### config.mk
export PLATFORM = sky130hd
export DESIGN_NAME = pumpn_ctrl
export DESIGN_NICKNAME = d
export VERILOG_FILES = /design/src/rtl/pumpn_ctrl.sv
export SDC_FILE = /design/constraint.sdc
export NUM_CORES = 1
export LEC_CHECK = 0
export ABC_AREA = 1
export ABC_CLOCK_PERIOD_IN_PS = 5900
export CAP_MARGIN = 25
export CORE_ASPECT_RATIO = 1.2
export CORE_UTILIZATION = 50
export DETAILED_ROUTE_END_ITERATION = 16
export PLACE_DENSITY = 0.81
export RECOVER_POWER = 100
export SLEW_MARGIN = 20
export SYNTH_ARGS = -nofsm -noshare
export SYNTH_HDL_FRONTEND = slang
export SYNTH_SLANG_ARGS = --single-unit
### constraint.sdc
create_clock -name clk -period 5.9 [get_ports clk]
set_input_delay 1.18 -clock clk [delete_from_list [all_inputs] [get_ports clk]]
set_output_delay 1.18 -clock clk [all_outputs]
set_load 0.01 [all_outputs]
### src/rtl/pumpn_ctrl.sv
// Peristaltic N-valve pump sequencer: walks the air lines through a 2N-step closed-valve pattern
// with programmable step period and stroke count. Define PUMP_DIR_EN to add a reverse-pumping dir input.
module pumpn_ctrl #(
    parameter int unsigned N_VALVES = 3,
    parameter int unsigned PERIOD_W = 16,
    parameter int unsigned STROKE_W = 16
) (
    input  logic                          clk,
    input  logic                          rst,
    input  logic                          start,
    input  logic                          stop,
`ifdef PUMP_DIR_EN
    input  logic                          dir,
`endif
    input  logic [PERIOD_W-1:0]           period,
    input  logic [STROKE_W-1:0]           strokes,
    output logic [N_VALVES-1:0]           air,
    output logic                          busy,
    output logic                          done,
    output logic [$clog2(2*N_VALVES)-1:0] step_idx,
    output logic [STROKE_W-1:0]           stroke_cnt
);
    localparam int unsigned Steps = 2 * N_VALVES;
    localparam int unsigned StepW = $clog2(Steps);
    localparam logic [StepW-1:0] LastStep = StepW'(Steps - 1);

    typedef enum logic {StIdle, StRun} state_e;

    state_e                state_q, state_d;
    logic [PERIOD_W-1:0]   period_q, period_d;
    logic [PERIOD_W-1:0]   timer_q, timer_d;
    logic [STROKE_W-1:0]   strokes_q, strokes_d;
    logic [STROKE_W-1:0]   cnt_q, cnt_d;
    logic [StepW-1:0]      step_q, step_d;
    logic [N_VALVES-1:0]   air_q, air_d;
    logic                  busy_q, busy_d;
    logic                  done_q, done_d;
    logic                  stop_q, stop_d;
    logic                  dir_q, dir_d;
    logic                  dir_in;

    logic                  step_end;
    logic                  wrap;
    logic [STROKE_W-1:0]   cnt_inc;
    logic [StepW-1:0]      step_next;

`ifdef PUMP_DIR_EN
    assign dir_in = dir;
`else
    assign dir_in = 1'b0;
`endif

    // Step s closes valve s/2, plus its successor on odd steps; rev mirrors the valve order.
    function automatic logic [N_VALVES-1:0] pattern(input logic [StepW-1:0] s, input logic rev);
        logic [N_VALVES-1:0] fwd;
        logic [N_VALVES-1:0] res;
        int i;
        i = int'(s >> 1);
        for (int j = 0; j < int'(N_VALVES); j++) begin
            fwd[j] = (j == i) || (s[0] && (j == (i + 1) % int'(N_VALVES)));
        end
        for (int j = 0; j < int'(N_VALVES); j++) begin
            res[j] = rev ? fwd[int'(N_VALVES) - 1 - j] : fwd[j];
        end
        return res;
    endfunction

    assign step_end  = (timer_q == period_q - 1'b1);
    assign wrap      = (step_q == LastStep);
    assign cnt_inc   = (&cnt_q) ? cnt_q : cnt_q + 1'b1;
    assign step_next = wrap ? '0 : step_q + 1'b1;

    always_comb begin
        state_d   = state_q;
        period_d  = period_q;
        strokes_d = strokes_q;
        dir_d     = dir_q;
        timer_d   = timer_q;
        step_d    = step_q;
        cnt_d     = cnt_q;
        stop_d    = stop_q;
        air_d     = air_q;
        busy_d    = busy_q;
        done_d    = 1'b0;
        unique case (state_q)
            StIdle: begin
                if (start) begin
                    state_d   = StRun;
                    period_d  = (period == '0) ? PERIOD_W'(1) : period;
                    strokes_d = strokes;
                    dir_d     = dir_in;
                    timer_d   = '0;
                    step_d    = '0;
                    cnt_d     = '0;
                    stop_d    = 1'b0;
                    busy_d    = 1'b1;
                    air_d     = pattern('0, dir_in);
                end
            end
            StRun: begin
                if (stop) stop_d = 1'b1;
                if (step_end) begin
                    timer_d = '0;
                    if (wrap) cnt_d = cnt_inc;
                    // A stop raised on the boundary cycle itself still ends this step.
                    if ((wrap && strokes_q != '0 && cnt_inc == strokes_q) || stop_q || stop) begin
                        state_d = StIdle;
                        busy_d  = 1'b0;
                        done_d  = 1'b1;
                        air_d   = '1;
                        step_d  = '0;
                        stop_d  = 1'b0;
                    end else begin
                        step_d = step_next;
                        air_d  = pattern(step_next, dir_q);
                    end
                end else begin
                    timer_d = timer_q + 1'b1;
                end
            end
            default: state_d = StIdle;
        endcase
    end

    always_ff @(posedge clk or posedge rst) begin
        if (rst) begin
            state_q   <= StIdle;
            period_q  <= PERIOD_W'(1);
            strokes_q <= '0;
            dir_q     <= 1'b0;
            timer_q   <= '0;
            step_q    <= '0;
            cnt_q     <= '0;
            stop_q    <= 1'b0;
            air_q     <= '1;
            busy_q    <= 1'b0;
            done_q    <= 1'b0;
        end else begin
            state_q   <= state_d;
            period_q  <= period_d;
            strokes_q <= strokes_d;
            dir_q     <= dir_d;
            timer_q   <= timer_d;
            step_q    <= step_d;
            cnt_q     <= cnt_d;
            stop_q    <= stop_d;
            air_q     <= air_d;
            busy_q    <= busy_d;
            done_q    <= done_d;
        end
    end

    assign air        = air_q;
    assign busy       = busy_q;
    assign done       = done_q;
    assign step_idx   = step_q;
    assign stroke_cnt = cnt_q;

endmodule

=== Yosys cells after proc, flatten, opt, wreduce, memory -nomap -nowiden ===
Cells that the tools add are included.

* $add $sub $neg: 5
* Div/mod/pow operators: 1
* Equality and inequality tests: 11
* Mux-type cells: 33
* Bitwise operators: 1
* Reductions and logical operators: 19

{| class="wikitable"
|+ Operators with widths
! kind !! count
|-
| $mux W16 || 6
|-
| $logic_not A32 Y1 || 2
|-
| $pmux W16 S2 || 2
|-
| $add A16 B1 Y16 const B || 2
|-
| $eq A16 B16 Y1 || 2
|-
| $eq A2 B32 Y1 const A || 1
|-
| $eq A3 B32 Y1 const A || 1
|-
| $mod A32 B3 Y32 const B || 1
|-
| $mux W3 || 7
|-
| $logic_not A16 Y1 || 1
|-
| $reduce_and A16 Y1 || 1
|-
| $reduce_bool A16 Y1 || 1
|-
| $sub A16 B1 Y16 const B || 1
|-
| $mux W1 || 13
|-
| $pmux W3 S2 || 2
|-
| $ne A2 B1 Y1 const B || 3
|-
| $pmux W1 S2 || 3
|-
| $reduce_and A3 Y1 || 2
|-
| $logic_and A1 B1 Y1 || 5
|-
| $logic_or A1 B1 Y1 || 5
|-
| $eq A2 B2 Y1 const A || 2
|-
| $reduce_and A2 Y1 || 2
|-
| $add A2 B1 Y3 const B || 1
|-
| $add A3 B1 Y3 const B || 1
|-
| 3 further kinds || 3
|}

* Register bits after elaboration: 74
* Word-level logic and storage cells: 80

=== Longest topological paths before layout ===
Gate-level depths: netlist of the first run.

* Depth in word-level cells: 10
* Gate-level depth with buffers: 17
* Depth with buffers taken out: 16

=== Worst setup path after synthesis of the first run ===
OpenSTA, ideal clock, no wires.

* Kind: input -> register
* Start: input start
* End: register period_q[9]
* Setup time: 0.133 ns
* Arrival: 2.079 ns
* Required time: 5.767 ns
* Path slack: 3.687 ns
* Stages on the path: 5
* Path buffers: 2
* Cell sequence: nand2_1 -> inv_1 -> clkbuf_1 -> buf_1 -> o21ai_0

* Longest elaborated chain between the ends: 1

{| class="wikitable"
|+ RTL lines
! item !! RTL line !! text
|-
| start: declaration || 10 || <nowiki>input logic start,</nowiki>
|-
| $reduce_and A2 Y1 (no source line) || n/a ||
|-
| end signal: assignment || 140 || <nowiki>period_q <= period_d;</nowiki>
|-
| end: declaration || 30 || <nowiki>logic [PERIOD_W-1:0] period_q, period_d;</nowiki>
|}

Every way passes these cells.
A chain may end at the register's enable or synchronous reset.

=== Final worst setup path of the first run ===
* Start: input start
* End: register strokes_q[0]

* Longest elaborated chain between the ends: 1

{| class="wikitable"
|+ RTL lines
! item !! RTL line !! text
|-
| $reduce_and A2 Y1 (no source line) || n/a ||
|-
| end signal: assignment || 141 || <nowiki>strokes_q <= strokes_d;</nowiki>
|-
| end: declaration || 32 || <nowiki>logic [STROKE_W-1:0] strokes_q, strokes_d;</nowiki>
|}

Every way passes these cells.

==> results of run 1 <==
==> sequential cells by signal, summed over array words and instances, names as in the netlist <==
register,count
period_q,16
stroke_cnt,16
strokes_q,16
timer_q,16
air,3
step_idx,3
busy,1
done,1
state_q,1
stop_q,1
==> layout make-up <==
class	count	area (um^2)
Timing Repair Buffer	62	625.6
Sequential cell	74	1857
Multi-Input combinational cell	550	2664
Clock inverter	5	37.54
Clock buffer	11	242.7
Fill cell	867	3665
Tap cell	123	153.9
Inverter	85	319.1
==> stage by stage <==
step / utilization, % / area [um^2] / setup WS [ns]
finish: 61.68 / 5899 / 2.092
global route: 61.68 / 5899 / 1.666
CTS: 61.94 / 5924 / 2.907
detailed placement: 59.01 / 5644 / 2.866
global placement: 59.01 / 5644 / 2.942
floorplan: - / 4959 / 2.845
==> report_power, final <==
group	total [mW]	leakage, nW	switching, mW	internal, mW
combinational	0.511	1.93	0.310	0.201
sequential	0.684	0.828	0.101	0.583
clock	0.523	0.133	0.224	0.298
==> worst max-delay path: cells and delay by family <==
family / cells / cell delay [ns]
buffers and inverters: 3 / 2.16
and+or+nand+nor: 2 / 0.53
AOI/OAI and AO/OA: 1 / 0.16
==> cell usage after synthesis (2+ instances only) <==
| cell type | number |
|---|---|
| a21oi_1 | 7 |
| buf_2 | 5 |
| buf_6 | 2 |
| clkbuf_1 | 6 |
| dfrtp_1 | 70 |
| dfstp_2 | 4 |
| ha_1 | 3 |
| inv_1 | 83 |
| inv_2 | 2 |
| nand2_1 | 257 |
| nand2_2 | 7 |
| nand2_4 | 2 |
| nand3_1 | 55 |
| nand3_2 | 6 |
| nand3b_1 | 3 |
| nand4_1 | 20 |
| nor2_1 | 66 |
| nor2_2 | 9 |
| nor2_4 | 9 |
| nor3_1 | 2 |
| nor3_2 | 3 |
| nor4_1 | 4 |
| o211ai_1 | 2 |
| o21ai_0 | 47 |
| o21ai_1 | 4 |
| o22ai_1 | 7 |
| xnor2_1 | 10 |
| xor2_1 | 21 |
==> how the worst max path moves through the flow <==
stage | startpoint | end | slack [ns]
floorplan | rst | busy$_DFFE_PP0P_ | 2.85
global route | start | strokes_q[5]$_DFFE_PP0P_ | 1.67
finish | start | strokes_q[0]$_DFFE_PP0P_ | 2.09
global placement | start | air[1]$_DFFE_PP1P_ | 2.94
CTS | period_q[0]$_DFFE_PP1P_ | air[2]$_DFFE_PP1P_ | 2.91
detailed placement | start | air[2]$_DFFE_PP1P_ | 2.87
==> per-layer routing <==
metal	wire length (um)	share of wire, %	vias up	global-route usage [%]
li1	-	-	2427	-
met1	5249	38	2343	31.86
met2	7357	54	165	52.11
met3	562	4.1	37	5.624
met4	554	4.0	0	13.85
met5	0	0	-	0
==> logic make-up after synthesis <==
family | count (synthesis) | share of synthesized area (%)
AO/OA/AOI/OAI | 70 | 7.520
AND/OR/NAND/NOR | 445 | 40.55
buffers and inverters | 99 | 7.923
XOR/XNOR | 32 | 5.804
adder cells (fa/ha/maj) | 3 | 0.7571
flip-flops | 74 | 37.45
==> reports/summary.txt, run 1 <==
FF-to-FF End - air[2]$_DFFE_PP1P_
Routed Antenna Nets - 0
Main synth FF type - dfrtp_1
max-slew violations - 58
Synth-to-Final Area Change - 18.98%
commonest non-fill, non-tap cell in the layout - nand2_1
Clock Tree Root - clkbuf_16
Synthesized Nets - 762
Slew HR - -37.81%
Tot Pwr - 1.717 mW
RD Place Congestion - 0.9362
Finished Layout Cells - 910
Worst Skew - 0.008926 ns
H-tree depth - 3
Max FO, Critical Path - 57
CP cell instances - dlygate4sd3_1, nand2_1, inv_1, clkbuf_1, nand2_1, o21ai_0
fmax - 262.6 MHz
async set-reset flop share out of synthesis - 100.0%
Power Density - 291.1 nW/um^2
Hold Slack - 0.5192 ns
Warnings, synthesis - 0
failing checks - max-capacitance violations, max-slew violations
CP Capture Type - flip-flop
flops & latches, synth - 74
Worst-path clk slew - 0.06 ns
class of the worst hold path - flip-flop to flip-flop
Yosys top cell by area - dfrtp_1
sequential area share after synthesis - 37.45%
Skew-Pair Late Insertion Delay - 0.35 ns
Port Buffers - 59
hold path depth - 2
Final Hold Fails - 0
clock sink total - 74
Die Ht - 111.1 um
Hold Path Sink - period_q[15]$_DFFE_PP0P_
slowest CP cell - clkbuf_1
Hold-fix buffers, CTS - 0
worst path arrival time - 4.04 ns
Core Region - 9564 um^2
Post-Syn Area - 4959 um^2
EDFF count, synth - 0
# nets final - 821
minimum clock period after layout - 3.808 ns
Critical Path RT - 6.14 ns
Starting DRT DRC Count - 340
# IOs - 60
Synth Instances - 723
Fin Setup TNS - 0 ns
vias in the first global route - 5,014
Starting Density - 51.84%
final setup vio count - 0
share of cells above drive strength 1 - 6.480%
Critical R2R Launch - period_q[0]$_DFFE_PP1P_
DRC - 0
antenna violations before repair - 0
Hold Startpoint - period_q[15]$_DFFE_PP0P_
GRT overflow - 0
reg2reg setup slack - 2.40 ns
cell repeated most along the worst path - nand2_1
antenna cells - 0
Max VDD drop - 0.0001676 V
status - finished, violations left
placed cells - 893
Via density - 5.464
post-DP HPWL - 10,410 um
CTS Buffer Depth - 2
CP Class - primary input to flip-flop
Yosys top cell area share - 35.33%
Worst-Margin Slew - 2.067 ns
Lkg Pwr - 2.891 nW
first-pass GRT wire length - 23,290 um
per-cell routed wire length - 15.08 um
crit share post-route - 64.54%
Avg Inst Size Synth - 6.858 um^2
die area - 10,320 um^2
Vias - 4,972
die width - 92.91 um
largest net degree at the start of global routing - 75
unrepaired setup endpoints after global routing - false
Pre-antenna DRT Iters - 5
R2R depth - 15
FP Rows - 39
slowest stage delay, CP - 1.49 ns
CP startpoint kind - primary input
commonest non-fill, non-tap cells in the layout - nand2_1 (261), inv_1 (82), nor2_1 (70), dfrtp_1 (70), nand3_1 (56)
Post-CTS Setup Inserts - 0
TritonCTS Buffers - 9
Max Cap Viol - 1
global-route usage over all layers - 28.88%
Area contributors post-synth - dfrtp_1 (35%), nand2_1 (19%), inv_1 (6.3%)
CTS tree - built
Distinct cells, synth - 35
routed wire length - 13,730 um
post-CTS sizing - 0
No activity file was read; power rests on OpenSTA's default activity.
==> inputs of run 2 (changes only) <==
ABC_CLOCK_PERIOD_IN_PS = 3310   (was 5900)
PLACE_DENSITY = 0.84   (was 0.81)
clock period = 3.31 ns   (was 5.9 ns; I/O delays follow)
==> reports/summary.txt, run 2 (same netlist as run 1, synthesis figures left out) <==
minimum clock period after layout - 2.886 ns
Max FO, Critical Path - 11
Lkg Pwr - 2.944 nW
crit share post-route - 87.19%
Worst Path Buf+Inv - 1
Final Util - 62.35%
H-tree depth - 3
Starting Density - 51.84%
Starting DRT DRC Count - 319
largest net degree at the start of global routing - 46
setup ws final - 0.4241 ns
Final Hold Fails - 0
max-slew violations - 0
Clock Tree Root - clkbuf_16
Pre-antenna DRT Iters - 6
global-route usage over all layers - 29.35%
Hold-fix buffers, CTS - 0
die width - 92.91 um
R2R depth - 14
FF-to-FF End - stroke_cnt[0]$_DFFE_PP0P_
post-DP HPWL - 10,640 um
commonest non-fill, non-tap cells in the layout - nand2_1 (258), inv_1 (83), nor2_1 (70), dfrtp_1 (70), nand3_1 (56)
DRC - 0
Via density - 5.502
Slew HR - 16.31%
Critical Path RT - 3.59 ns
CP cell instances - inv_1, ha_1, nand3_1, nor2_4, nor2_1, nor2_1, nand2_1, nor2_1, nand3_2, nor2_4, nand2_1, nor2_2, nand2_1, nand2_1
FP Rows - 39
worst path arrival time - 3.16 ns
slowest stage delay, CP - 0.40 ns
commonest non-fill, non-tap cell in the layout - nand2_1
Worst Skew - 0.005987 ns
placed inst area - 5699 um^2
CTS tree - built
# nets final - 824
Max Cap Viol - 0
status - finished clean
placed cells - 897
antenna cells - 0
reg2reg setup slack - 0.42 ns
Worst-Margin Slew - 1.254 ns
final setup vio count - 0
Core Region - 9564 um^2
post-CTS sizing - 0
Synth-to-Final Area Change - 20.26%
CP startpoint kind - flip-flop
cell repeated most along the worst path - nand2_1
Max VDD drop - 0.0003382 V
CTS Buffer Depth - 2
clock sink total - 74
TritonCTS Buffers - 9
Critical R2R Launch - period_q[0]$_DFFE_PP1P_
Finished Layout Cells - 913
Vias - 5,023
CP Capture Type - flip-flop
slowest CP cell - nor2_2
worst setup path start - period_q[0]$_DFFE_PP1P_
die area - 10,320 um^2
hold path depth - 2
RD Place Congestion - 0.8841
Port Buffers - 59
Fin Setup TNS - 0 ns
per-cell routed wire length - 15.46 um
unrepaired setup endpoints after global routing - false
CP top delay family - simple AND/OR/NAND/NOR gates
Hold Startpoint - period_q[15]$_DFFE_PP0P_
Final Instance Area - 5963 um^2
Power Density - 528.0 nW/um^2
antenna violations before repair - 0
# IOs - 60
Die Ht - 111.1 um
share of cells above drive strength 1 - 7.215%
Hold Path Sink - period_q[15]$_DFFE_PP0P_
vias in the first global route - 4,990
Routed Antenna Nets - 0
GRT overflow - 0
routed wire length - 14,110 um
CP Class - flip-flop to flip-flop
Post-CTS Setup Inserts - 0
class of the worst hold path - flip-flop to flip-flop
first-pass GRT wire length - 23,490 um
Worst-path clk slew - 0.06 ns
Skew-Pair Late Insertion Delay - 0.34 ns
fmax - 346.5 MHz
worst slack at placement - 0.6726 ns
## run 2: worst max path at each step
stage	slack, ns	cells past startpoint	endpoint
finish	0.42	14	stroke_cnt[0]$_DFFE_PP0P_
global placement	0.71	12	stroke_cnt[4]$_DFFE_PP0P_
floorplan	0.77	1	busy$_DFFE_PP0P_
global route	0.21	16	stroke_cnt[8]$_DFFE_PP0P_
detailed placement	0.67	15	stroke_cnt[0]$_DFFE_PP0P_
CTS	0.62	15	stroke_cnt[0]$_DFFE_PP0P_
## run 2: layer usage
layer  part of all wire [%]  wire length, um  GRT usage [%]  vias to the layer above
met5                      0                0              0                        -
met4                    4.6              648          15.69                        0
met3                    5.0              704          4.252                       54
met2                     53             7442          53.38                      184
met1                     38             5314          32.24                     2359
li1                       -                -              -                     2426
## run 2: layout make-up
cell class | count | area, um^2
Clock buffer | 10 | 229.0
Clock inverter | 6 | 82.58
Fill cell | 862 | 3601
Inverter | 85 | 319.1
Multi-Input combinational cell | 550 | 2681
Sequential cell | 74 | 1857
Tap cell | 123 | 153.9
Timing Repair Buffer | 65 | 640.6
## run 2: where the power goes
group	leakage, nW	switching (mW)	internal, mW
Combinational	1.96	0.557	0.358
Sequential	0.828	0.158	1.04
Clock	0.152	0.381	0.656
## run 2: tightest hold or removal path: cells and delay by family, from the launching register on
family	cells	cell delay, ns
DFF	1	0.36
and+or+nand+nor	2	0.11
## run 2: stage by stage
step           total power, mW  hold WS, ns
3_3_place_gp             2.078       0.4932
4_1_cts                  3.162       0.5064
6_report                 3.148       0.5043
3_5_place_dp             2.113       0.4924
5_1_grt                  3.333       0.5254
2_1_floorplan            1.842       0.4692
==> inputs of run 3 (changes only) <==
ABC_AREA = 0   (was 1)
==> reports/summary.txt, run 3 <==
status - finished clean
first-pass GRT wire length - 22,290 um
Hold-fix buffers, CTS - 0
Skew-Pair Late Insertion Delay - 0.34 ns
max-slew violations - 0
Starting DRT DRC Count - 245
CP cell instances - or4_4, nor4b_4, xor2_1, o211a_1, a221oi_2, buf_4, and3_1, clkbuf_2, nand4b_1, nand2_1
Yosys top cell area share - 36.05%
Via density - 5.969
Starting Density - 51.32%
FF-to-FF End - step_idx[1]$_DFFE_PP0P_
flops & latches, synth - 74
Area contributors post-synth - dfrtp_1 (36%), nand2_1 (10%), o21ai_0 (3.8%)
CP startpoint kind - flip-flop
vias in the first global route - 4,540
minimum clock period after layout - 3.154 ns
CP Capture Type - flip-flop
reg2reg setup slack - 0.16 ns
Critical R2R Launch - period_q[2]$_DFFE_PP0P_
Max VDD drop - 0.0002582 V
antenna violations before repair - 0
H-tree depth - 3
Max Cap Viol - 0
Yosys top cell by area - dfrtp_1
Routed Antenna Nets - 0
die area - 10,120 um^2
CP Capture Point - step_idx[1]$_DFFE_PP0P_
final setup vio count - 0
crit share post-route - 95.30%
class of the worst hold path - flip-flop to flip-flop
post-DP HPWL - 9836 um
clock sink total - 74
Critical Path RT - 3.59 ns
Worst Skew - 0.006435 ns
Finished Layout Cells - 780
worst setup path start - period_q[2]$_DFFE_PP0P_
Main synth FF type - dfrtp_1
Final Hold Fails - 0
Die Ht - 110.0 um
# IOs - 60
Synth-to-Final Area Change - 21.81%
sequential standard cell area - 1857 um^2
Final Util - 62.52%
Tot Pwr - 2.887 mW
routed wire length - 13,580 um
Synth Instances - 595
Slew HR - 16.06%
Worst-path clk slew - 0.06 ns
Fin Setup TNS - 0 ns
CTS Buffer Depth - 2
fill cell count - 841
CTS tree - built
placed cells - 764
Pre-antenna DRT Iters - 6
global-route usage over all layers - 28.63%
Core Region - 9467 um^2
Hold Slack - 0.4995 ns
share of cells above drive strength 1 - 9.437%
Max FO, Critical Path - 9
commonest non-fill, non-tap cell in the layout - nand2_1
Synthesized Nets - 634
Port Buffers - 59
per-cell routed wire length - 17.41 um
multi-input combinational cell area - 2775 um^2
slowest stage delay, CP - 0.59 ns
Post-Syn Area - 4858 um^2
FP Rows - 39
die width - 91.99 um
TritonCTS Buffers - 9
antenna cells - 0
Avg Inst Size Synth - 8.165 um^2
Vias - 4,656
fmax - 317.0 MHz
GRT overflow - 0
Power Density - 487.8 nW/um^2
DRC - 0
worst path arrival time - 3.44 ns
largest net degree at the start of global routing - 40
Clock Tree Root - clkbuf_16
slowest CP cell - or4_4
CP Class - flip-flop to flip-flop
sequential area share after synthesis - 38.22%
EDFF count, synth - 0
async set-reset flop share out of synthesis - 100.0%
Lkg Pwr - 2.499 nW
RD Place Congestion - 0.9541
Worst-Margin Slew - 1.259 ns
Warnings, synthesis - 0
unrepaired setup endpoints after global routing - false
R2R depth - 10
# nets final - 691
Commonest cells post-synth - nand2_1 (133), dfrtp_1 (70), nor2_1 (37), o21ai_0 (37), nand3_1 (28)
cell with the most instances after synthesis - nand2_1
commonest non-fill, non-tap cells in the layout - nand2_1 (133), dfrtp_1 (70), o21ai_0 (37)
Distinct cells, synth - 66
run 3: changes by cell type in the layout (fill, tap and decap cells not counted), moves of 12 or more:
cell / before / now
nor3_1: 2 / 20
nor4_1: 4 / 20
buf_4: 3 / 23
nand2_1: 258 / 133
inv_1: 83 / 9
nand3_1: 56 / 28
nor2_1: 70 / 36
mux2i_1: 0 / 12
o21ai_0: 49 / 37
run 3: where the power goes:
part / internal [mW] / leakage [nW] / switching (mW)
Clock: 0.624 / 0.145 / 0.384
Sequential: 1.03 / 0.916 / 0.227
Combinational: 0.318 / 1.44 / 0.305
run 3: repair_timing:
action | CTS | global route
setup endpoints to repair | 2 | 18
resized for setup | 1 | 3
cloned | 0 | 0
setup buffers | 0 | 0
run 3: worst max-delay path, delay by kind of cell, from the launching register on:
family / cells / cell delay [ns]
XOR/XNOR: 1 / 0.11
buffers and inverters: 2 / 0.45
AND/OR/NAND/NOR: 5 / 1.44
AO/OA/AOI/OAI: 2 / 0.62
flip-flops: 1 / 0.48
run 3: worst min path at each step:
stage	startpoint	to	slack (ns)	cells after the start
after floorplan	period_q[15]$_DFFE_PP0P_	period_q[15]$_DFFE_PP0P_	0.47	2
after global placement	period_q[15]$_DFFE_PP0P_	period_q[15]$_DFFE_PP0P_	0.49	2
after detailed placement	period_q[15]$_DFFE_PP0P_	period_q[15]$_DFFE_PP0P_	0.49	2
after CTS	period_q[15]$_DFFE_PP0P_	period_q[15]$_DFFE_PP0P_	0.50	2
after global routing	strokes_q[4]$_DFFE_PP0P_	strokes_q[4]$_DFFE_PP0P_	0.54	2
final	period_q[15]$_DFFE_PP0P_	period_q[15]$_DFFE_PP0P_	0.50	2
run 3: cells by family (layout without fill, tap and decap cells):
group	after synthesis	count (layout)	synth area share, %
AOI/OAI and AO/OA	111	111	15.19
xor gates and xnor gates	41	41	7.675
adders and majority gates	3	3	0.7727
buffers and inverters	52	114	4.867
DFF	74	74	38.22
muxes	14	14	2.936
and+or+nand+nor	300	300	30.34
run 3: routing by layer:
layer | vias up | global-route usage, % | part of all wire (%)
li1 | 2246 | - | -
met1 | 2230 | 32.12 | 40
met2 | 136 | 51.97 | 52
met3 | 44 | 4.458 | 4.2
met4 | 0 | 16.41 | 4.4
met5 | - | 0 | 0
run 3: per-stage QoR:
step	instance area (um^2)	setup slack, ns
finish	5918	0.1556
global route	5918	0.01181
CTS	5938	0.08511
detailed placement	5628	0.00009504
global placement	5628	0.1730
floorplan	4858	0.4671
run 3: area by class of cell:
class,instances,share of cell area [%]
Tap cell,123,2.600
Clock inverter,4,0.8457
Clock buffer,12,4.334
Timing Repair Buffer,89,13.38
Sequential cell,74,31.37
Inverter,9,0.5708
Multi-Input combinational cell,469,46.89
